--- src/rtl/redirect_ctrl_pkg.sv ---
// Shared definitions for the redirect controller: address word, FSM state
// encoding, flush-timer width and the stage-mask helpers.
package redirect_ctrl_pkg;

    localparam int WORD_W      = 32;
    localparam int FLUSH_CNT_W = 4;
    // Upper bound on pipeline depth that the mask helpers can describe.
    localparam int MAX_STAGES  = 16;

    typedef logic [WORD_W-1:0] word_t;

    typedef enum logic [1:0] {
        ST_RUN      = 2'd0,
        ST_REDIRECT = 2'd1,
        ST_FLUSH    = 2'd2
    } redirect_state_e;

    // Stages 1..br_stage-1 are younger than the resolving stage: bits [br_stage-2:0].
    function automatic logic [MAX_STAGES-1:0] br_mask(input int br_stage);
        logic [MAX_STAGES-1:0] m;
        m = '0;
        for (int i = 0; i < MAX_STAGES; i++) begin
            if (i < br_stage - 1) m[i] = 1'b1;
        end
        return m;
    endfunction

    // A trap squashes its own stage too: bits [trap_stage-1:0].
    function automatic logic [MAX_STAGES-1:0] trap_mask(input int trap_stage);
        logic [MAX_STAGES-1:0] m;
        m = '0;
        for (int i = 0; i < MAX_STAGES; i++) begin
            if (i < trap_stage) m[i] = 1'b1;
        end
        return m;
    endfunction

endpackage

--- src/rtl/redirect_ctrl_flush_timer.sv ---
// Loadable down-counter that measures how long flush stays asserted after
// fetch accepts a redirect. done_o marks the last flush cycle.
module redirect_flush_timer
    import redirect_ctrl_pkg::*;
(
    input  logic                   clock,
    input  logic                   reset,
    input  logic                   load_i,
    input  logic                   clear_i,
    input  logic [FLUSH_CNT_W-1:0] load_val_i,
    output logic                   done_o
);

    logic [FLUSH_CNT_W-1:0] cnt_q;
    logic [FLUSH_CNT_W-1:0] cnt_d;

    // Next count: clear beats load, otherwise free-run down to zero.
    always_comb begin
        cnt_d = cnt_q;
        if (clear_i) begin
            cnt_d = '0;
        end else if (load_i) begin
            cnt_d = load_val_i;
        end else if (cnt_q != '0) begin
            cnt_d = cnt_q - FLUSH_CNT_W'(1);
        end
    end

    // Counter register with synchronous active-low reset.
    always_ff @(posedge clock) begin
        if (!reset) cnt_q <= '0;
        else        cnt_q <= cnt_d;
    end

    assign done_o = (cnt_q == FLUSH_CNT_W'(1));

endmodule

--- src/rtl/redirect_ctrl.sv ---
// Control-flow redirect sequencer: arbitrates exe-stage branch redirects
// against late-stage traps, presents the new PC to fetch over a valid/ready
// handshake and holds per-stage flush until wrong-path slots have drained.
module redirect_ctrl
    import redirect_ctrl_pkg::*;
#(
    parameter int NUM_STAGES   = 7,
    parameter int BR_STAGE     = 3,
    parameter int TRAP_STAGE   = 6,
    parameter int FLUSH_CYCLES = 2
) (
    input  logic                  clock,
    input  logic                  reset,
    input  logic                  exe_valid,
    input  logic                  br_req,
    input  word_t                 br_target,
    input  logic                  trap_req,
    input  word_t                 trap_target,
    input  logic                  fetch_ready,
    output logic                  pc_load,
    output word_t                 pc_target,
    output logic [NUM_STAGES-1:0] flush,
    output logic                  busy,
    output logic [15:0]           redirect_cnt
);

    localparam logic [MAX_STAGES-1:0]  BR_MASK_FULL   = br_mask(BR_STAGE);
    localparam logic [MAX_STAGES-1:0]  TRAP_MASK_FULL = trap_mask(TRAP_STAGE);
    localparam logic [NUM_STAGES-1:0]  BR_MASK        = BR_MASK_FULL[NUM_STAGES-1:0];
    localparam logic [NUM_STAGES-1:0]  TRAP_MASK      = TRAP_MASK_FULL[NUM_STAGES-1:0];
    localparam logic [FLUSH_CNT_W-1:0] FLUSH_LOAD     = FLUSH_CNT_W'(FLUSH_CYCLES);

    redirect_state_e       state_q, state_d;
    word_t                 target_q, target_d;
    logic [NUM_STAGES-1:0] flush_q, flush_d;
    logic [15:0]           redirect_cnt_q, redirect_cnt_d;

    logic tmr_load;
    logic tmr_clear;
    logic tmr_done;

    redirect_flush_timer u_flush_timer (
        .clock      (clock),
        .reset      (reset),
        .load_i     (tmr_load),
        .clear_i    (tmr_clear),
        .load_val_i (FLUSH_LOAD),
        .done_o     (tmr_done)
    );

    // Next-state, latched target/mask, handshake count and timer control.
    always_comb begin
        // NOTE: every signal gets a default before the case so no path can
        // leave it unassigned, which would otherwise infer a latch.
        state_d        = state_q;
        target_d       = target_q;
        flush_d        = flush_q;
        redirect_cnt_d = redirect_cnt_q;
        tmr_load       = 1'b0;
        tmr_clear      = 1'b0;

        unique case (state_q)
            ST_RUN: begin
                // Trap wins a collision; a branch without a valid exe slot is a bubble.
                if (trap_req) begin
                    state_d  = ST_REDIRECT;
                    target_d = trap_target;
                    flush_d  = TRAP_MASK;
                end else if (br_req && exe_valid) begin
                    state_d  = ST_REDIRECT;
                    target_d = br_target;
                    flush_d  = BR_MASK;
                end
            end

            ST_REDIRECT: begin
                // A completed handshake counts even if a trap replaces it this cycle.
                if (fetch_ready && redirect_cnt_q != 16'hFFFF) begin
                    redirect_cnt_d = redirect_cnt_q + 16'd1;
                end
                if (trap_req) begin
                    target_d  = trap_target;
                    flush_d   = TRAP_MASK;
                    tmr_clear = 1'b1;
                end else if (fetch_ready) begin
                    state_d  = ST_FLUSH;
                    tmr_load = 1'b1;
                end
            end

            ST_FLUSH: begin
                // Branch requests here come from already-squashed slots and are ignored.
                if (trap_req) begin
                    state_d   = ST_REDIRECT;
                    target_d  = trap_target;
                    flush_d   = TRAP_MASK;
                    tmr_clear = 1'b1;
                end else if (tmr_done) begin
                    state_d = ST_RUN;
                    flush_d = '0;
                end
            end

            default: begin
                state_d = ST_RUN;
                flush_d = '0;
            end
        endcase
    end

    // State and output registers; reset abandons any redirect in flight.
    always_ff @(posedge clock) begin
        // NOTE: sequential state uses non-blocking assignments so every
        // register samples the pre-edge values regardless of statement order.
        if (!reset) begin
            state_q        <= ST_RUN;
            target_q       <= '0;
            flush_q        <= '0;
            redirect_cnt_q <= '0;
        end else begin
            state_q        <= state_d;
            target_q       <= target_d;
            flush_q        <= flush_d;
            redirect_cnt_q <= redirect_cnt_d;
        end
    end

    assign pc_load      = (state_q == ST_REDIRECT);
    assign busy         = (state_q != ST_RUN);
    assign pc_target    = target_q;
    assign flush        = flush_q;
    assign redirect_cnt = redirect_cnt_q;

endmodule

--- config.mk ---
export PLATFORM = sky130hd
export DESIGN_NAME = redirect_ctrl
export DESIGN_NICKNAME = d
export VERILOG_FILES = /design/src/rtl/redirect_ctrl_pkg.sv /design/src/rtl/redirect_ctrl_flush_timer.sv /design/src/rtl/redirect_ctrl.sv
export SDC_FILE = /design/constraint.sdc
export NUM_CORES = 1
export LEC_CHECK = 0
export BUFFER_PORTS_ARGS = -buffer_cell sky130_fd_sc_hd__buf_2
export CAP_MARGIN = 5
export CORE_MARGIN = 2
export CORE_UTILIZATION = 47
export CTS_BUF_LIST = sky130_fd_sc_hd__clkbuf_16
export DETAILED_ROUTE_END_ITERATION = 10
export HOLD_SLACK_MARGIN = 0.05
export PLACE_DENSITY = 0.83
export REMOVE_ABC_BUFFERS = 1
export SYNTH_ARGS = -nofsm -noshare
export SYNTH_HDL_FRONTEND = slang
export SYNTH_SLANG_ARGS = --single-unit
--- constraint.sdc ---
create_clock -name clock -period 2.6 [get_ports clock]
set_input_delay 0.52 -clock clock [delete_from_list [all_inputs] [get_ports clock]]
set_output_delay 0.52 -clock clock [all_outputs]
set_load 0.03 [all_outputs]
==> results of run 1 <==
[flip-flops by register name, summed over array words and instances (netlist names)]
| register | count |
|---|---|
| flush | 2 |
| pc_target | 32 |
| redirect_cnt | 16 |
| state_q | 2 |
| u_flush_timer.cnt_q | 4 |
[layout make-up]
cell class | instances | share of cell area, %
Sequential cell | 56 | 31.4
Multi-Input combinational cell | 246 | 41.2
Tap cell | 72 | 2.53
Clock inverter | 3 | 1.09
Clock buffer | 5 | 3.51
Timing Repair Buffer | 131 | 19.5
Inverter | 7 | 0.737
[layout by cell type (no fill, tap or decap), types with 3 or more instances in the layout]
cell       netlist  layout
buf_2            1     125
dfxtp_1         56      56
o21ai_0         43      43
nand2_1         39      39
nor2_1          39      38
a311oi_1        33      33
a21oi_1         23      23
inv_1            6       7
o31ai_1          7       7
or4_1            6       6
nand4_1          5       5
ha_1             5       5
clkbuf_16        0       5
or3_1            4       4
nand3_1          4       4
buf_4            6       4
nand3b_1         3       3
nor3_1           3       3
[kinds of logic (layout without fill, tap and decap cells)]
kind of cell	after synthesis	after routing	share of synthesized area [%]
simple gates	120	120	21.8
flops	56	56	40.7
compound gates	118	118	28.1
other cells	1	1	0.136
mux	1	1	0.364
buf+inv	36	146	6.32
fa+ha+maj	5	5	2.27
xor+xnor	1	1	0.318
[layer usage]
layer | up-vias | GRT usage (%) | part of all wire (%)
met2 | 104 | 41.3 | 48
met1 | 1352 | 27.6 | 43
li1 | 1466 | - | -
met4 | 0 | 6.61 | 1.3
met3 | 8 | 6.85 | 7.5
met5 | - | 0 | 0
[power by group through the flow]
stage,clock (mW),combinational (mW),sequential [mW]
after floorplan,0,0.395,1.31
final,0.742,0.968,1.04
after global placement,0,0.954,1.06
after CTS,0.756,0.974,1.04
after detailed placement,0,0.973,1.06
after global routing,0.803,1.07,1.06
[worst paths after layout]
check	slack (ps)	end	cells past startpoint
setup / recovery	480	pc_target[24]	7
hold / removal	490	pc_target[26]	3
hold reg to reg	490	flush[1]	2
setup reg to reg	480	pc_target[24]	7
[per-stage QoR]
stage / hold WS, ps / cells
2_1_floorplan: 456 / 309
3_3_place_gp: 481 / 512
3_5_place_dp: 479 / 512
4_1_cts: 486 / 520
5_1_grt: 496 / 520
6_report: 491 / 520
[worst max-delay path, stage by stage, from the launching register on]
cell      delay [ps]
dfxtp_1          390
inv_1            100
ha_1             460
nand3b_1         270
a21oi_4          190
buf_12           250
nor2_1            70
a311oi_1         270
==> flow_metrics.env, run 1 <==
export IMPL_status="completed"
export IMPL_setup_viol=0
export IMPL_seq_area_um2=1120
export IMPL_rsz0062_at_grt="no"
export IMPL_groute_usage_overall_pct=23.5
export IMPL_fin_area_um2=3560
export IMPL_multi_input_area_um2=1470
export IMPL_period_share_pct=81.4
export IMPL_start_util_pct=49.4
export IMPL_die_y_um=80.5
export IMPL_ir_drop_uv=497
export IMPL_place_gp_congestion=0.800
export IMPL_cp_arrival_ps=2300
export IMPL_area_growth_pct=29.5
export IMPL_drive_gt1_share_pct=33.7
export IMPL_synth_area_um2=2750
export IMPL_synth_main_ff_cell="dfxtp_1"
export IMPL_io_pin_count=127
export IMPL_p_clk_share_pct=26.9
export IMPL_fmax_ghz=0.473
export IMPL_path_class="flop to flop"
export IMPL_cts_resized_gates=0
export IMPL_ys_seq_area_share_pct=40.7
export IMPL_p_total_mw=2.76
export IMPL_dieArea_um2=6490
export IMPL_drc=0
export IMPL_wl_mm=7.36
export IMPL_switching_share_pct=36.7
export IMPL_reg2reg_from="state_q[0]"
export IMPL_cts_tree="yes"
export IMPL_synth_common_cells="56 x dfxtp_1, 43 x o21ai_0, 39 x nand2_1, 39 x nor2_1, 33 x a311oi_1"
export IMPL_antenna_cells=0
export IMPL_fillers=489
export IMPL_cts_buffer_depth=2
export IMPL_wl_per_cell_um=14.2
export IMPL_min_delay_start="br_target[26]"
export IMPL_setup_tns_ps=0
export IMPL_critPathMaxFanout=64
export IMPL_yosysMostFrequentCell="dfxtp_1"
export IMPL_antenna_found_initial=0
export IMPL_cts_num_sinks=56
export IMPL_synth_top_area_cell="dfxtp_1"
export IMPL_drtAntennaViolNets=0
export IMPL_postCtsHoldBufs=0
export IMPL_drt_iter0_drc=122
export IMPL_synth_avg_cell_area_um2=8.14
export IMPL_placed_area_um2=3400
export IMPL_slew_violations=0
export IMPL_fp_dieW_um=80.5
export IMPL_h_tree_depth=2
export IMPL_crit_path_end_kind="flop"
export IMPL_cp_required_ps=2780
export IMPL_grt_overflow_total=0
export IMPL_cp_start_kind="flop"
export IMPL_max_slew_margin_rel_pct=47.9
export IMPL_nets=522
export IMPL_synthTopCellsByArea="dfxtp_1 41%, a311oi_1 11%, o21ai_0 7.8%"
export IMPL_viasPerCell=5.63
export IMPL_power_density_nw_per_um2=773
export IMPL_clock_skew_ps=4.17
export IMPL_dr_pass1_iters=5
export IMPL_finalCriticalPeriod_ps=2120
export IMPL_clkTransAtPathRegs_ps=70
export IMPL_synth_cell_types=48
export IMPL_ys_warn_count=0
export IMPL_cts_root_buf="clkbuf_16"
export IMPL_synth_top_area_share_pct=40.7
export IMPL_finalHoldViolCount=0
export IMPL_synth_cells=338
export IMPL_drv_cap=0
export IMPL_rows=27
export IMPL_post_route_worst_setup_slack_ps=485
export IMPL_synth_async_sr_flop_share_pct=0
export IMPL_pwr_share_seq_pct=37.9
export IMPL_place_hpwl_mm=5.34
export IMPL_cts_setup_buffers=0
export IMPL_core_area_um2=5570
export IMPL_pwr_share_comb_pct=35.2
export IMPL_grt_pass1_vias=2812
export IMPL_p_sw_mw=1.01
export IMPL_worstHoldPathType="input port to flop"
export IMPL_port_buffers=125
export IMPL_place_worst_setup_slack_ps=494
export IMPL_internal_power_mw=1.74
export IMPL_grt_max_degree=65
export IMPL_grt_pass1_wl_mm=12.3
export IMPL_worstMarginPinSlew_ps=775
export IMPL_clk_latency_ps=280
export IMPL_numCtsBuffers=5
export IMPL_routed_via_count=2930
export IMPL_fin_util_pct=64.0
export IMPL_p_leak_nw=1.56
export IMPL_synth_seq_cells=56
export IMPL_synth_edf_count=0
export IMPL_crit_path_start="state_q[0]"
(Power assumes the default switching activity.)
==> run 2, diff against run 1 <==
--- a/config.mk
+++ b/config.mk
@@ -8,11 +8,11 @@
 export BUFFER_PORTS_ARGS = -buffer_cell sky130_fd_sc_hd__buf_2
 export CAP_MARGIN = 5
 export CORE_MARGIN = 2
-export CORE_UTILIZATION = 47
+export CORE_UTILIZATION = 42
 export CTS_BUF_LIST = sky130_fd_sc_hd__clkbuf_16
 export DETAILED_ROUTE_END_ITERATION = 10
 export HOLD_SLACK_MARGIN = 0.05
-export PLACE_DENSITY = 0.83
+export PLACE_DENSITY = 0.79
 export REMOVE_ABC_BUFFERS = 1
 export SYNTH_ARGS = -nofsm -noshare
 export SYNTH_HDL_FRONTEND = slang
==> constraint.sdc (replaced) <==
create_clock -name clock -period 1.7 [get_ports clock]
set_input_delay 0.34 -clock clock [delete_from_list [all_inputs] [get_ports clock]]
set_output_delay 0.34 -clock clock [all_outputs]
set_load 0.03 [all_outputs]
==> run 2 against run 1 <==
First-iteration DRC count fell by 16%. Sequential share of layout area fell by 4.0 points. Cell area rose by 15%. Worst hold slack got worse by 200 ps. Via count rose by 9.6%. Sequential power rose by 56%. Cell count rose by 9.2%. Largest cell class unchanged. Die area rose by 11%. The flow now finishes with violations (negative setup slack). Non-clock buffer count rose by 43.
==> flow_metrics.env, run 2 (synthesis gave the netlist of run 1 again) <==
export IMPL_status="complete, but fails checks"
export IMPL_violations="negative setup slack"
export IMPL_antenna_found_initial=0
export IMPL_fin_area_um2=4110
export IMPL_min_delay_start="br_target[7]"
export IMPL_numCtsBuffers=5
export IMPL_whs_path_depth=3
export IMPL_grt_overflow_total=0
export IMPL_cp_required_ps=1920
export IMPL_postCtsHoldBufs=0
export IMPL_layout_common_cells="125 x buf_2, 52 x dfxtp_1, 43 x o21ai_0"
export IMPL_setup_viol=5
export IMPL_area_growth_pct=49.4
export IMPL_die_y_um=85.0
export IMPL_wl_mm=8.74
export IMPL_ir_drop_uv=630
export IMPL_cp_arrival_ps=1960
export IMPL_groute_usage_overall_pct=23.8
export IMPL_place_gp_congestion=0.831
export IMPL_clock_skew_ps=8.07
export IMPL_finalHoldViolCount=0
export IMPL_cts_tree="yes"
export IMPL_start_util_pct=43.3
export IMPL_cp_start_kind="flop"
export IMPL_dieArea_um2=7220
export IMPL_finalCriticalPeriod_ps=1740
export IMPL_routed_via_count=3212
export IMPL_core_area_um2=6350
export IMPL_holdPathEnd="pc_target[7]"
export IMPL_worst_path_max_delay_cell="or4_4"
export IMPL_p_total_mw=4.56
export IMPL_crit_family="simple AND/OR/NAND/NOR gates"
export IMPL_worstHoldPathType="input port to flop"
export IMPL_largest_reg_flops=32
export IMPL_final_common_cell="buf_2"
export IMPL_cts_root_buf="clkbuf_16"
export IMPL_place_hpwl_mm=5.88
export IMPL_path_class="flop to flop"
export IMPL_period_share_pct=102
export IMPL_viasPerCell=5.65
export IMPL_hold_worst_slack_ps=293
export IMPL_reg2reg_from="state_q[1]"
export IMPL_grt_pass1_vias=3128
export IMPL_rows=29
export IMPL_worstRegToRegCells=6
export IMPL_fp_dieW_um=85.0
export IMPL_drt_iter0_drc=103
export IMPL_clk_latency_ps=300
export IMPL_grt_pass1_wl_mm=14.0
export IMPL_drc=0
export IMPL_stdcell_count=568
export IMPL_dr_pass1_iters=4
export IMPL_h_tree_depth=2
export IMPL_drv_cap=0
export IMPL_r2r_end="redirect_cnt[15]"
export IMPL_slew_violations=0
export IMPL_crit_path_end_kind="flop"
export IMPL_critPathMaxFanout=5
export IMPL_grt_max_degree=33
export IMPL_wl_per_cell_um=15.4
export IMPL_rsz0062_at_grt="yes"
export IMPL_nets=565
export IMPL_path_buf_inv=1
export IMPL_cpPeakStageDelay_ps=460
export IMPL_port_buffers=125
export IMPL_io_pin_count=127
export IMPL_clkTransAtPathRegs_ps=80
export IMPL_drive_gt1_share_pct=45.2
export IMPL_drtAntennaViolNets=0
export IMPL_cts_num_sinks=56
export IMPL_place_worst_setup_slack_ps=-146
export IMPL_cts_buffer_depth=2
export IMPL_p_leak_nw=1.82
export IMPL_place_inst=550
export IMPL_power_density_nw_per_um2=1110
export IMPL_antenna_cells=0
export IMPL_placed_area_um2=3650
export IMPL_ff2ff_setup_slack_ps=-40
export IMPL_worstPathCellList="inv_4 -> ha_4 -> nand4_1 -> or4_4 -> or4_1 -> a21oi_1"
export IMPL_fmax_ghz=0.575
export IMPL_post_route_worst_setup_slack_ps=-38.9
export IMPL_fillers=549
[run 2: changes by cell type in the layout (fill, tap and decap cells not counted), moves of 4 or more]
cell,change
nor2_4,+5
nor2_2,+4
buf_4,+36
a311oi_1,-4
nor2_1,-9
a311oi_2,+4
dfxtp_1,-4
[run 2: worst max-delay path by stage]
stage / start / end / slack [ps] / cells past startpoint
final: state_q[1] / redirect_cnt[15] / -40 / 6
after global routing: state_q[1] / redirect_cnt[6] / -130 / 7
after CTS: state_q[1] / redirect_cnt[15] / -100 / 6
after floorplan: state_q[0] / pc_target[0] / -1280 / 6
after global placement: state_q[1] / redirect_cnt[15] / -90 / 6
after detailed placement: state_q[1] / redirect_cnt[15] / -150 / 6
[run 2: repair_timing]
item	CTS	global route
pin swaps	17	24
gates resized for setup	16	27
setup endpoints to repair	42	46
gates cloned	3	1
setup buffers	4	2
[run 2: final cells by class]
cell class / count / area (um2) / area share, %
Clock buffer: 5 / 125 / 3.04
Clock inverter: 3 / 22.5 / 0.548
Inverter: 7 / 28.8 / 0.700
Multi-Input combinational cell: 246 / 1600 / 39.0
Sequential cell: 56 / 1130 / 27.4
Tap cell: 77 / 96.3 / 2.34
Timing Repair Buffer: 174 / 1110 / 26.9
[run 2: metrics by stage]
stage                     utilization, %  TNS, ps
after floorplan                        -   -43910
after global placement              57.6     -912
after detailed placement            57.6    -3360
after CTS                           62.4    -1470
after global routing                64.7    -1980
final                               64.7     -116
[run 2: layer usage]
layer | wire [um] | GRT usage [%]
met5 | 0 | 0
met3 | 629 | 6.42
met2 | 4310 | 40.9
met4 | 176 | 8.80
met1 | 3620 | 28.5
[run 2: tightest hold or removal path, cell delays in order]
cell	delay, ps
buf_2	100
nand2_1	40
a311oi_1	70
[run 2: where the power goes]
group | leakage [nW] | switching [mW] | total [mW] | internal (mW)
logic | 1.28 | 1.15 | 1.89 | 0.737
clock network | 0.0742 | 0.492 | 1.04 | 0.553
registers | 0.462 | 0.124 | 1.62 | 1.50
total | 1.82 | 1.77 | 4.56 | 2.79
==> run 3, diff against run 2 <==
--- a/config.mk
+++ b/config.mk
@@ -12,6 +12,7 @@
 export CTS_BUF_LIST = sky130_fd_sc_hd__clkbuf_16
 export DETAILED_ROUTE_END_ITERATION = 10
 export HOLD_SLACK_MARGIN = 0.05
+export MAX_ROUTING_LAYER = met4
 export PLACE_DENSITY = 0.79
 export REMOVE_ABC_BUFFERS = 1
 export SYNTH_ARGS = -nofsm -noshare
==> run 3 against run 2 <==
The flow still finishes with violations (negative setup slack). Via count rose by 1.2%. First-iteration DRC count rose by 18%. Worst hold slack improved by 1.9 ps. Die area did not move. Global-route usage rose by 0.71 points. Critical path type unchanged. Cell area did not move. Critical endpoint unchanged.
==> flow_metrics.env, run 3 (synthesis gave the netlist of run 1 again) <==
export IMPL_status="complete, but fails checks"
export IMPL_violations="negative setup slack"
export IMPL_critPathMaxFanout=5
export IMPL_layout_common_cells="125 x buf_2, 52 x dfxtp_1, 43 x o21ai_0"
export IMPL_clkTransAtPathRegs_ps=80
export IMPL_postCtsHoldBufs=0
export IMPL_viasPerCell=5.72
export IMPL_internal_power_mw=2.79
export IMPL_io_pin_count=127
export IMPL_p_total_mw=4.56
export IMPL_post_route_worst_setup_slack_ps=-37.3
export IMPL_cts_tree="yes"
export IMPL_period_share_pct=102
export IMPL_slew_violations=0
export IMPL_crit_path_end_kind="flop"
export IMPL_dieArea_um2=7220
export IMPL_worstHoldPathType="input port to flop"
export IMPL_core_area_um2=6350
export IMPL_final_common_cell="buf_2"
export IMPL_cp_arrival_ps=1960
export IMPL_place_worst_setup_slack_ps=-146
export IMPL_p_leak_nw=1.82
export IMPL_wl_per_cell_um=15.4
export IMPL_drive_gt1_share_pct=45.2
export IMPL_antenna_cells=0
export IMPL_drc=0
export IMPL_cts_buffer_depth=2
export IMPL_power_density_nw_per_um2=1110
export IMPL_place_gp_congestion=0.844
export IMPL_path_class="flop to flop"
export IMPL_drv_cap=0
export IMPL_pwr_share_seq_pct=35.6
export IMPL_switching_share_pct=38.8
export IMPL_drtAntennaViolNets=0
export IMPL_setup_viol=6
export IMPL_cp_required_ps=1920
export IMPL_antenna_found_initial=0
export IMPL_rows=29
export IMPL_clock_skew_ps=8.08
export IMPL_grt_pass1_vias=3133
export IMPL_place_hpwl_mm=5.88
export IMPL_ir_drop_uv=631
export IMPL_cts_root_buf="clkbuf_16"
export IMPL_area_growth_pct=49.4
export IMPL_dr_pass1_iters=4
export IMPL_finalCriticalPeriod_ps=1740
export IMPL_start_util_pct=43.3
export IMPL_wl_mm=8.75
export IMPL_routed_via_count=3249
export IMPL_grt_max_degree=33
export IMPL_finalHoldViolCount=0
export IMPL_die_y_um=85.0
export IMPL_grt_pass1_wl_mm=14.0
export IMPL_nets=565
export IMPL_rsz0062_at_grt="yes"
export IMPL_largest_reg_flops=32
export IMPL_numCtsBuffers=5
export IMPL_grt_overflow_total=0
export IMPL_fmax_ghz=0.576
export IMPL_groute_usage_overall_pct=24.5
export IMPL_p_clk_share_pct=22.9
export IMPL_drt_iter0_drc=122
export IMPL_h_tree_depth=2
export IMPL_cts_num_sinks=56
export IMPL_cp_start_kind="flop"
export IMPL_pwr_share_comb_pct=41.5
export IMPL_port_buffers=125
export IMPL_fp_dieW_um=85.0
export IMPL_fin_util_pct=64.7
export IMPL_p_sw_mw=1.77
export IMPL_ff2ff_setup_slack_ps=-40
export IMPL_clk_latency_ps=300
==> run 3: cell counts in the layout (fill, tap and decap cells not counted) <==
No cell type changed its count.
==> run 3: worst paths after layout <==
check | endpoint | start | depth (start not counted)
worst min-delay path | pc_target[7] | br_target[7] | 3
worst min register to register | pc_target[24] | pc_target[24] | 2
worst max register to register | redirect_cnt[15] | state_q[1] | 6
worst max-delay path | redirect_cnt[15] | state_q[1] | 6
==> run 3: what timing repair did <==
action,in CTS,in global routing
buffers inserted,4,2
setup endpoints to repair,42,46
pin swaps,17,24
hold endpoints to repair,0,0
gates cloned,3,1
resized for setup,16,27
==> run 3: layout make-up <==
class,count,area [um2]
Inverter,7,28.8
Fill cell,549,2240
Timing Repair Buffer,174,1110
Sequential cell,56,1130
Tap cell,77,96.3
Multi-Input combinational cell,246,1600
Clock buffer,5,125
Clock inverter,3,22.5
==> run 3: metal layers <==
layer | share of wire (%) | wire length [um] | GRT usage (%)
met1 | 43 | 3720 | 29.0
met2 | 49 | 4330 | 40.8
met3 | 6.3 | 551 | 5.64
met4 | 1.7 | 148 | 8.80
met5 | 0 | 0 | -
==> run 3: stage by stage <==
| stage | hold WS [ps] | area, um2 | std cells | TNS (ps) |
|---|---|---|---|---|
| 6_report | 295 | 4110 | 568 | -105 |
| 5_1_grt | 304 | 4110 | 568 | -1980 |
| 3_3_place_gp | 474 | 3650 | 550 | -912 |
| 2_1_floorplan | 456 | 2610 | 309 | -43910 |
| 4_1_cts | 293 | 3960 | 565 | -1470 |
| 3_5_place_dp | 481 | 3650 | 550 | -3360 |
==> run 3: critical path: stages (launching register included) <==
cell and delay, ps:
dfxtp_2 340, inv_4 90, ha_4 140, nand4_1 90
or4_4 460, or4_1 410, a21oi_1 140
==> run 3: power groups by stage <==
stage                     combinational, mW  clock [mW]  sequential (mW)
final                                  1.89        1.04             1.63
after global routing                   2.03        1.11             1.65
after CTS                              1.79        1.07             1.60
after detailed placement               1.58           0             1.62
after global placement                 1.54           0             1.62
after floorplan                       0.604           0             2.00
